### src/rtl/lfsr_arbiter.sv
// Round-robin arbiter that owns a single 5-bit Fibonacci LFSR and issues each
// stepped value to exactly one requester; also handles seeding and free-run ticks.
module lfsr_arbiter #(
  parameter int         NREQ = 4,
  parameter logic [4:0] SEED = 5'b11111
) (
  input  logic            clk,
  input  logic            reset,
  input  logic [NREQ-1:0] req,
  input  logic            tick,
  input  logic            seed_load,
  input  logic [4:0]      seed_val,
  output logic [NREQ-1:0] gnt,
  output logic            valid,
  output logic [4:0]      data,
  output logic [4:0]      lfsr,
  output logic            busy,
  output logic [7:0]      tick_drop
);

  localparam int PW = (NREQ > 1) ? $clog2(NREQ) : 1;

  typedef enum logic [1:0] {IDLE, STEP, RESP} state_t;

  state_t          state_q, state_d;
  logic [4:0]      lfsr_q, lfsr_d;
  logic [PW-1:0]   ptr_q, ptr_d;
  logic [PW-1:0]   winner_q, winner_d;
  logic            pending_q, pending_d;
  logic [4:0]      seed_q, seed_d;
  logic [NREQ-1:0] gnt_q, gnt_d;
  logic            valid_q, valid_d;
  logic [4:0]      data_q, data_d;
  logic            busy_q, busy_d;
  logic [7:0]      drop_q, drop_d;

  logic [PW-1:0]   pick;
  logic            pick_found;
  logic            tick_dropped;
  int              idx;

  function automatic logic [4:0] lfsr_next(input logic [4:0] v);
    return {v[0] ^ v[2], v[4:1]};
  endfunction

  // First set request at or above the pointer, wrapping past NREQ-1 to 0.
  always_comb begin
    pick       = ptr_q;
    pick_found = 1'b0;
    idx        = 0;
    for (int i = 0; i < NREQ; i++) begin
      idx = int'(ptr_q) + i;
      if (idx >= NREQ) idx = idx - NREQ;
      if (!pick_found && req[idx]) begin
        pick_found = 1'b1;
        pick       = PW'(idx);
      end
    end
  end

  always_comb begin
    state_d      = state_q;
    lfsr_d       = lfsr_q;
    ptr_d        = ptr_q;
    winner_d     = winner_q;
    pending_d    = pending_q;
    seed_d       = seed_q;
    gnt_d        = '0;
    valid_d      = 1'b0;
    data_d       = data_q;
    busy_d       = 1'b0;
    drop_d       = drop_q;
    tick_dropped = 1'b0;

    case (state_q)
      IDLE: begin
        if (pending_q) begin
          lfsr_d       = (seed_q == 5'd0) ? SEED : seed_q;
          pending_d    = 1'b0;
          tick_dropped = tick;
        end else if (|req) begin
          winner_d     = pick;
          state_d      = STEP;
          busy_d       = 1'b1;
          tick_dropped = tick;
        end else if (tick) begin
          lfsr_d = lfsr_next(lfsr_q);
        end
      end
      STEP: begin
        lfsr_d             = lfsr_next(lfsr_q);
        state_d            = RESP;
        gnt_d[winner_q]    = 1'b1;
        valid_d            = 1'b1;
        data_d             = lfsr_next(lfsr_q);
        busy_d             = 1'b1;
        tick_dropped       = tick;
      end
      RESP: begin
        ptr_d        = (winner_q == PW'(NREQ - 1)) ? '0 : winner_q + PW'(1);
        state_d      = IDLE;
        tick_dropped = tick;
      end
      default: state_d = IDLE;
    endcase

    // A fresh strobe always re-arms the seed, even on the cycle an older one is applied.
    if (seed_load) begin
      pending_d = 1'b1;
      seed_d    = seed_val;
    end

    if (tick_dropped && drop_q != 8'hFF) drop_d = drop_q + 8'd1;
  end

  always_ff @(posedge clk) begin
    if (!reset) begin
      state_q   <= IDLE;
      lfsr_q    <= SEED;
      ptr_q     <= '0;
      winner_q  <= '0;
      pending_q <= 1'b0;
      seed_q    <= '0;
      gnt_q     <= '0;
      valid_q   <= 1'b0;
      data_q    <= '0;
      busy_q    <= 1'b0;
      drop_q    <= '0;
    end else begin
      state_q   <= state_d;
      lfsr_q    <= lfsr_d;
      ptr_q     <= ptr_d;
      winner_q  <= winner_d;
      pending_q <= pending_d;
      seed_q    <= seed_d;
      gnt_q     <= gnt_d;
      valid_q   <= valid_d;
      data_q    <= data_d;
      busy_q    <= busy_d;
      drop_q    <= drop_d;
    end
  end

  assign gnt       = gnt_q;
  assign valid     = valid_q;
  assign data      = data_q;
  assign lfsr      = lfsr_q;
  assign busy      = busy_q;
  assign tick_drop = drop_q;

endmodule

### config.mk
export PLATFORM = sky130hd
export DESIGN_NAME = lfsr_arbiter
export DESIGN_NICKNAME = d
export VERILOG_FILES = /design/src/rtl/lfsr_arbiter.sv
export SDC_FILE = /design/constraint.sdc
export NUM_CORES = 1
export LEC_CHECK = 0
export BUFFER_PORTS_ARGS = -buffer_cell sky130_fd_sc_hd__buf_2
export CORE_AREA = 2 2 84 86
export DETAILED_ROUTE_END_ITERATION = 10
export DIE_AREA = 0 0 86 88
export GPL_ROUTABILITY_DRIVEN = 0
export PLACE_DENSITY_LB_ADDON = 0.08
export SYNTH_ARGS = -nofsm -noshare
export SYNTH_HDL_FRONTEND = slang
export SYNTH_SLANG_ARGS = --single-unit
### constraint.sdc
create_clock -name clk -period 3.3 [get_ports clk]
set_clock_uncertainty 0.05 [all_clocks]
set_input_delay 0.66 -clock clk [delete_from_list [all_inputs] [get_ports clk]]
set_output_delay 0.66 -clock clk [all_outputs]
set_load 0.03 [all_outputs]
==> reports/results.tsv, run 1 <==
metric	value	unit
Post-Route WL	3.77	mm
Post-synth EDFFs	0	
number of setup buffers added after CTS	0	
number of hold buffers added after cts	0	
Crit Reg-Reg Startpoint	state_q[0]	
max-cap check violation count	0	
Horiz. Die Dim	86	µm
critical path data arrival time	2.36	ns
Num Clock Sinks	36	
post-route clock period utilization	0.668	
Reg clk slew, reported paths	0.07	ns
total power draw	1.07	mW
Final Max Tran Viols	0	
min setup slack post-route	1.10	ns
count of different cell masters after synthesis	37	
total die area	7570	µm²
cell area after synthesis	1620	µm²
fin nets	237	
sequential power share	0.472	
Max VDD drop	0.000189	V
number of levels the H-tree was split into	2	
CP peak stage delay	0.59	ns
class of the most critical setup path	reg2reg	
largest net degree at the start of global routing	24	
CP Capture Type	register	
Slew @ Worst Pin	0.752	ns
sum of negative setup slack	0	ns
clock network latency to the later pin of the worst-skew pair	0.28	ns
source of the critical timing path	state_q[0]	
largest fanout of any net on the critical path	15	
via density per instance	4.62	
net switching share of the total power	0.307	
dominant synthesized flop cell	dfxtp_1	
Cell Int Power	0.740	mW
power per unit of standard cell area	544	nW/µm²
average instance area after synthesis	9.03	µm²
Reg area	721	µm²
Switching Power	0.327	mW
setup repair after global routing missed its margin	false	
number of instances on the worst hold path	2	
all-layer global routing usage	0.105	
register area share after synthesis	0.446	
area added between synthesis and finish	21.4	%
placement-stage worst setup slack	0.881	ns
dpl hpwl	2.71	mm
crit-path cells	inv_1 > ha_1 > nor2_1 > a2111o_1 > or4_1 > a21oi_1	
clock tree from TritonCTS	built	
library cell used as clock root buffer	clkbuf_8	
final non-filler cell total	295	
portion of synthesized cell area occupied by the leading cell type	0.446	
leakage	0.830	nW
library cell with the largest summed area after synthesis	dfxtp_1	
number of nets with antenna violations after routing	0	
cell type of the slowest stage on the worst timing path	a2111o_1	
placeable core area	6640	µm²
post-route minimum period	2.20	ns
most repeated cell in the gate-level netlist after synthesis	dfxtp_1	
detail-routed net length per standard cell	12.8	µm
Diodes inserted	0	
number of top-level design ports	37	
startpoint type of the worst setup path	register	
async set or reset register ratio after synthesis	0	
number of warnings reported in the yosys synthesis log	0	
DIE HEIGHT	88	µm
outcome	complete, no violations	
highest achievable clock rate	454	MHz
number of hold violations in the final report	0	
antenna violations before repair	0	
number of I/O port buffers	36	
Required @ worst endpoint	3.46	ns
slew margin rel.	0.496	
Cell Rows	30	
Clock Tree Buf Depth	2	
cell area reported after detailed placement	1870	µm²
first-pass GRT wire length	6.26	mm
number of instances in the placed design	288	
FILL cells	702	
synth top area cells	dfxtp_1 45%, mux2i_1 7.4%, ha_1 7.0%, nor2_1 5.8%, a21oi_1 4.0%	
Setup Viol. Count Final	0	
number of standard cells after synthesis	179	
type of the most critical hold path	reg2reg	
worst r2r path cells	6	
Commonest cells post-synth	36 x dfxtp_1, 25 x nor2_1, 13 x a21oi_1	
Seq cells post-synth	36	
DR pass1 iterations	4	
initial core utilization	0.243	
grt total ovfl	0	
fraction of layout instances using a drive strength above 1	0.223	
power share of the clock group	0.314	
Synth Net Count	201	
part of the total power dissipated in combinational logic	0.213	
count of unresolved DRC violations after routing	0	
DRC marker count from the first detailed-route iteration	45	
vias in the first global route	1279	
multi-input combinational cell area	828	µm²
via count	1364	
worst hold path startpoint	data[2]	
final design area excluding fillers	1960	µm²
number of gates resized after cts	0	
number of clock buffers inserted by TritonCTS	5	
-- through the flow --
stage,utilization,hold slack (ns)
after detailed placement,0.281,0.433
after floorplan,-,0.419
after global placement,0.281,0.431
final,0.295,0.452
after global routing,0.295,0.466
after CTS,0.295,0.453
-- cell type report --
class	count	share of cell area
clock buffers	7	0.0491
inverters	8	0.0153
repair buffers	37	0.0956
well taps	80	0.0510
flip-flops and latches	36	0.367
multi-input cells	127	0.422
-- worst max-delay path: cells and delay by family (launching register included) --
family	cells	cell delay (ns)
adder cells (fa/ha/maj)	1	0.30
buffers and inverters	1	0.08
AO/OA/AOI/OAI	2	0.73
flip-flops	1	0.37
AND/OR/NAND/NOR	2	0.59
-- worst paths after layout --
check / end / slack [ns]
worst max-delay path: tick_drop[4] / 1.10
worst min-delay path: data[2] / 0.45
worst max register to register: tick_drop[4] / 1.10
worst min register to register: data[2] / 0.45
-- cells in the final DEF (no fill, tap or decap), types with 4 or more instances in the layout --
cell type  count
a21oi_1       13
and3_1         4
buf_2         36
clkbuf_8       7
dfxtp_1       36
ha_1           9
inv_1          7
mux2i_1       12
nand2_1        5
nand3_1        4
nor2_1        25
nor2b_1        5
o21ai_0       10
o22ai_1        4
o31ai_1        4
or4_1          4
-- sequential cells by signal, indices dropped and copies added, names as in the netlist --
name and cells:
busy 1, data 5, gnt 4, lfsr 5, pending_q 1, ptr_q 2, seed_q 5, state_q 2
tick_drop 8, valid 1, winner_q 2
-- power groups by stage --
| stage | Clock (mW) | Sequential, mW | Combinational [mW] |
|---|---|---|---|
| floorplan | 0 | 0.557 | 0.120 |
| CTS | 0.350 | 0.505 | 0.232 |
| finish | 0.335 | 0.504 | 0.228 |
| global route | 0.371 | 0.511 | 0.255 |
| detailed placement | 0 | 0.515 | 0.232 |
| global placement | 0 | 0.515 | 0.231 |
-- routing by layer --
| layer | vias up | track usage | share of wire |
|---|---|---|---|
| met5 | - | 0 | 0 |
| met4 | 0 | 0.0303 | 0.0069 |
| met3 | 2 | 0.0320 | 0.043 |
| met2 | 28 | 0.155 | 0.43 |
| met1 | 620 | 0.147 | 0.52 |
| li1 | 714 | - | - |
-- kinds of logic (layout without fill, tap and decap cells) --
family                     Yosys count  count (layout)  share of synthesized area
and+or+nand+nor                     62              62                      0.196
AOI/OAI and AO/OA                   42              42                      0.160
DFF                                 36              36                      0.446
buffers and inverters               16              52                     0.0418
muxes                               13              13                     0.0813
adders and majority gates            9               9                     0.0697
xor gates and xnor gates             1               1                    0.00542
No activity file was read; power rests on OpenSTA's default activity.
==> run 2: changes to the inputs <==
--- a/config.mk
+++ b/config.mk
@@ -5,10 +5,11 @@
 export SDC_FILE = /design/constraint.sdc
 export NUM_CORES = 1
 export LEC_CHECK = 0
+export ABC_AREA = 1
 export BUFFER_PORTS_ARGS = -buffer_cell sky130_fd_sc_hd__buf_2
-export CORE_AREA = 2 2 84 86
+export CORE_AREA = 2 2 88 90
 export DETAILED_ROUTE_END_ITERATION = 10
-export DIE_AREA = 0 0 86 88
+export DIE_AREA = 0 0 90 92
 export GPL_ROUTABILITY_DRIVEN = 0
 export PLACE_DENSITY_LB_ADDON = 0.08
 export SYNTH_ARGS = -nofsm -noshare
==> constraint.sdc (replaced) <==
create_clock -name clk -period 2.3 [get_ports clk]
set_clock_uncertainty 0.05 [all_clocks]
set_input_delay 0.46 -clock clk [delete_from_list [all_inputs] [get_ports clk]]
set_output_delay 0.46 -clock clk [all_outputs]
set_load 0.03 [all_outputs]
==> run 2 against run 1 <==
Wire length increased by 11%. First-iteration DRC count rose by 11%. Cell count increased by 31%. Register-to-register slack lost 0.66 ns. Sequential share of layout area is 3.9 points lower. Power increased by 66%. Sequential power is 50% higher. Die area grew 9.4%. Hold slack lost 0.10 ns. Setup slack got worse by 0.66 ns. Area after synthesis increased by 11%. Clock power is 40% higher. Critical path type unchanged. Critical endpoint is now lfsr[2].
==> reports/results.tsv, run 2 <==
metric	value	unit
number of warnings reported in the yosys synthesis log	0	
library cell with the largest summed area after synthesis	dfxtp_1	
antenna violations before repair	0	
final non-filler cell total	386	
synth top area cells	dfxtp_1 40%, nand2_1 9.8%, ha_1 6.3%, inv_1 6.0%, a21oi_1 5.8%	
number of I/O port buffers	36	
multiplexer area fraction after synthesis	0	
Diodes inserted	0	
clock tree from TritonCTS	built	
largest fanout of any net on the critical path	12	
Max VDD drop	0.000296	V
placeable core area	7450	µm²
setup repair after global routing missed its margin	false	
largest family of logic cells by synthesized area	simple AND/OR/NAND/NOR gates	
vias in the first global route	1454	
Required @ worst endpoint	2.42	ns
Adder-Cell Fraction of Synth Area	0.0625	
average instance area after synthesis	7.45	µm²
register area share after synthesis	0.400	
post-synthesis share of cell area spent on and, or, nand and nor gates	0.260	
Num Clock Sinks	36	
startpoint type of the worst setup path	register	
Clock Tree Buf Depth	2	
Hold Slack	0.348	ns
via count	1601	
post-route minimum period	1.87	ns
power share of the clock group	0.265	
area added between synthesis and finish	22.0	%
number of clock buffers inserted by TritonCTS	5	
initial core utilization	0.242	
total power draw	1.77	mW
slew margin rel.	0.614	
number of standard cells after synthesis	242	
number of top-level design ports	37	
number of gates resized after cts	0	
total die area	8280	µm²
leakage	1.05	nW
most repeated cell in the gate-level netlist after synthesis	nand2_1	
count of different cell masters after synthesis	28	
CP Capture Type	register	
grt total ovfl	0	
clock network latency to the later pin of the worst-skew pair	0.29	ns
Post-Synth XOR/XNOR Area	0.0389	
Commonest cells post-synth	47 x nand2_1, 36 x dfxtp_1, 29 x inv_1	
Compound-Gate Fraction of Synth Area	0.158	
async set or reset register ratio after synthesis	0	
type of the most critical hold path	in2reg	
Cell Rows	32	
Setup Viol. Count Final	0	
count of unresolved DRC violations after routing	0	
largest net degree at the start of global routing	18	
fin nets	305	
Post-synth EDFFs	0	
sequential power share	0.428	
library cell used as clock root buffer	clkbuf_8	
Post-Route WL	4.17	mm
end-of-flow core utilization	0.295	
part of the total power dissipated in combinational logic	0.307	
all-layer global routing usage	0.108	
post-route clock period utilization	0.812	
Horiz. Die Dim	90	µm
number of nets with antenna violations after routing	0	
detail-routed net length per standard cell	10.8	µm
leading cell type in the layout, fill and taps excluded	nand2_1	
max-cap check violation count	0	
commonest non-fill, non-tap cells in the layout	47 x nand2_1, 36 x dfxtp_1, 36 x buf_2	
number of levels the H-tree was split into	2	
Reg clk slew, reported paths	0.07	ns
via density per instance	4.15	
number of setup buffers added after CTS	0	
Synth Net Count	264	
sum of negative setup slack	0	ns
outcome	complete, no violations	
number of instances in the placed design	378	
DRC marker count from the first detailed-route iteration	50	
dominant synthesized flop cell	dfxtp_1	
Final Max Tran Viols	0	
DIE HEIGHT	92	µm
Switching Power	0.660	mW
Seq cells post-synth	36	
cell area after synthesis	1800	µm²
number of hold buffers added after cts	0	
number of hold violations in the final report	0	
flip-flop count of the largest register, all copies and words added	8	
dpl hpwl	3.07	mm
net switching share of the total power	0.373	
portion of synthesized cell area occupied by the leading cell type	0.400	
critical path data arrival time	1.98	ns
first-pass GRT wire length	7.07	mm
DR pass1 iterations	4	
power per unit of standard cell area	805	nW/µm²
fraction of layout instances using a drive strength above 1	0.229	
Cell Int Power	1.11	mW
Slew @ Worst Pin	0.578	ns
highest achievable clock rate	536	MHz
class of the most critical setup path	reg2reg	
run 2: changes by cell type after synthesis, sizes merged, moves of 5 or more:
cell,delta
nor2b,-5
a21oi,+9
mux2i,-12
xor2,+6
o21ai,+8
inv,+27
nand2,+54
nand3,+10
run 2: logic make-up (layout without fill, tap and decap cells):
logic type	Yosys count	count (layout)
AO/OA/AOI/OAI	50	50
XOR/XNOR	8	8
adder cells (fa/ha/maj)	9	9
AND/OR/NAND/NOR	101	101
buffers and inverters	38	80
flip-flops	36	36
run 2: final timing paths:
path,startpoint,to,slack (ns),cells past startpoint
setup / recovery,state_q[1],lfsr[2],0.43,6
hold / removal,seed_val[4],seed_q[4],0.35,3
setup reg to reg,state_q[1],lfsr[2],0.43,6
hold reg to reg,seed_q[1],seed_q[1],0.44,2
run 2: worst max-delay path, cell delays in order, from the launching register on:
cell      delay (ns)
dfxtp_1         0.37
inv_1           0.07
ha_1            0.32
nor2_1          0.34
o21ai_0         0.26
o221ai_1        0.21
o211ai_1        0.11
run 2: metal layers:
layer / wire length [µm] / track usage / part of all wire / up-vias
met2: 1830 / 0.165 / 0.44 / 34
li1: - / - / - / 860
met3: 189 / 0.0296 / 0.045 / 8
met5: 0 / 0 / 0 / -
met1: 2080 / 0.143 / 0.50 / 699
met4: 68 / 0.0423 / 0.016 / 0
run 2: final cells by class:
class	count	area [µm²]
fillers	849	5250
multi-input cells	168	936
flip-flops and latches	36	721
repair buffers	37	188
inverters	35	134
well taps	102	128
clock buffers	6	82.6
clock inverters	2	10.0
run 2: power by group through the flow:
stage | Clock, mW | Combinational, mW | Sequential, mW
3_5_place_dp | 0 | 0.550 | 0.770
4_1_cts | 0.494 | 0.552 | 0.758
3_3_place_gp | 0 | 0.552 | 0.775
2_1_floorplan | 0 | 0.320 | 0.852
5_1_grt | 0.510 | 0.621 | 0.766
6_report | 0.469 | 0.544 | 0.757
run 2: through the flow:
step / setup WS (ns) / instance area (µm²)
3_3_place_gp: 0.514 / 2110
6_report: 0.433 / 2200
4_1_cts: 0.456 / 2200
2_1_floorplan: 0.559 / 1800
5_1_grt: 0.165 / 2200
3_5_place_dp: 0.467 / 2110
==> run 3: changes to the inputs <==
==> constraint.sdc (replaced) <==
create_clock -name clk -period 1.6 [get_ports clk]
set_clock_uncertainty 0.05 [all_clocks]
set_input_delay 0.32 -clock clk [delete_from_list [all_inputs] [get_ports clk]]
set_output_delay 0.32 -clock clk [all_outputs]
set_load 0.03 [all_outputs]
==> run 3 against run 2 <==
Die area stayed put. Cell count is 4.9% higher. Critical path depth is 3 higher. Clock power is 77% higher. Core utilization is 3.2 points higher. Largest cell class unchanged. Wire length is 6.4% higher. Flip-flop and latch count stayed put.
==> reports/results.tsv, run 3 (synthesis results as in run 2) <==
metric	value	unit
outcome	complete, no violations	
clock tree from TritonCTS	built	
largest net degree at the start of global routing	12	
fraction of layout instances using a drive strength above 1	0.327	
Setup Viol. Count Final	0	
flip-flop count of the largest register, all copies and words added	8	
cell type of the slowest stage on the worst timing path	dfxtp_4	
Final Max Tran Viols	0	
grt total ovfl	0	
placeable core area	7450	µm²
post-route clock period utilization	0.948	
number of clock buffers inserted by TritonCTS	5	
DR pass1 iterations	4	
via count	1670	
post-route minimum period	1.52	ns
DIE HEIGHT	92	µm
initial core utilization	0.242	
dpl hpwl	3.34	mm
Hold Slack	0.218	ns
critical path data arrival time	1.70	ns
DRC marker count from the first detailed-route iteration	41	
leading cell type in the layout, fill and taps excluded	nand2_1	
number of hold buffers added after cts	0	
Max VDD drop	0.000437	V
max-cap check violation count	0	
area added between synthesis and finish	35.3	%
number of top-level design ports	37	
number of I/O port buffers	36	
Crit path buffers/inverters	1	
number of instances in the placed design	395	
Reg clk slew, reported paths	0.07	ns
slew margin rel.	0.802	
vias in the first global route	1554	
type of the most critical hold path	in2reg	
number of nets with antenna violations after routing	0	
class of the most critical setup path	reg2reg	
Post-Route WL	4.44	mm
Diodes inserted	0	
count of unresolved DRC violations after routing	0	
all-layer global routing usage	0.111	
final non-filler cell total	405	
commonest non-fill, non-tap cells in the layout	45 x nand2_1, 36 x buf_2, 32 x dfxtp_1	
highest achievable clock rate	659	MHz
Horiz. Die Dim	90	µm
Required @ worst endpoint	1.78	ns
fin nets	324	
clock network latency to the later pin of the worst-skew pair	0.29	ns
Slew @ Worst Pin	0.296	ns
Num Clock Sinks	36	
startpoint type of the worst setup path	register	
power per unit of standard cell area	1150	nW/µm²
number of hold violations in the final report	0	
setup repair after global routing missed its margin	true	
CP peak stage delay	0.36	ns
leakage	1.17	nW
detail-routed net length per standard cell	11.0	µm
total die area	8280	µm²
Clock Tree Buf Depth	2	
kind of cell with the highest combined delay on the critical path	simple AND/OR/NAND/NOR gates	
largest fanout of any net on the critical path	7	
Cell Rows	32	
crit-path cells	ha_4 > nand3_2 > nor2_2 > nand3_1 > nor3b_4 > nand2_4 > inv_6 > nand2_2 > a21oi_2	
number of levels the H-tree was split into	2	
CP Capture Type	register	
library cell used as clock root buffer	clkbuf_8	
via density per instance	4.12	
first-pass GRT wire length	7.31	mm
antenna violations before repair	0	
run 3: cell types whose count changed in the layout (fill, tap and decap cells not counted), sizes merged:
cell / delta
buf: +18
clkbuf: +2
clkinv: -2
nand2: +1
run 3: timing repair:
item | CTS | global route
setup buffers | 0 | 1
setup endpoints to repair | 2 | 15
gates resized for setup | 2 | 20
gates cloned | 1 | 0
endpoints found under the hold margin | 0 | 0
pin swaps | 0 | 7
run 3: routing by layer:
layer  track usage  vias up  wire [µm]
li1              -      906          -
met4        0.0385        0         55
met1         0.141      727       2090
met2         0.182       31       2100
met3        0.0288        6        195
met5             0        -          0
run 3: metrics by stage:
step	total power, mW	utilization	setup TNS, ns	worst slack (ns)	cell area [µm²]
after detailed placement	1.95	0.301	0	0.00951	2240
after floorplan	1.69	-	0	0.00921	1810
after CTS	2.82	0.319	0	0.00613	2370
after global routing	2.99	0.327	-0.0291	-0.0122	2440
after global placement	1.96	0.301	0	0.00966	2240
final	2.80	0.327	0	0.0832	2440
run 3: final timing paths:
path | from | to | slack [ns] | cells past startpoint
min reg2reg | seed_q[1] | seed_q[1] | 0.43 | 2
min | seed_val[4] | seed_q[4] | 0.22 | 3
max reg2reg | tick_drop[1] | tick_drop[6] | 0.08 | 9
max | tick_drop[1] | tick_drop[6] | 0.08 | 9
run 3: cell type report:
cell class                 count  area (µm²)
fill                         835        5010
multi-input combinational    169        1000
sequential                    36         728
timing repair buffer          55         323
inverter                      35         139
tap                          102         128
clock buffer                   8         121
run 3: tightest hold or removal path, cell delays in order:
cell and delay, ns:
buf_2 0.07, nor2_1 0.03, nor2_1 0.09
run 3: power by group:
part / internal [mW] / switching [mW] / total (mW)
combinational: 0.317 / 0.568 / 0.885
sequential: 1.00 / 0.0807 / 1.08
clock: 0.487 / 0.344 / 0.832
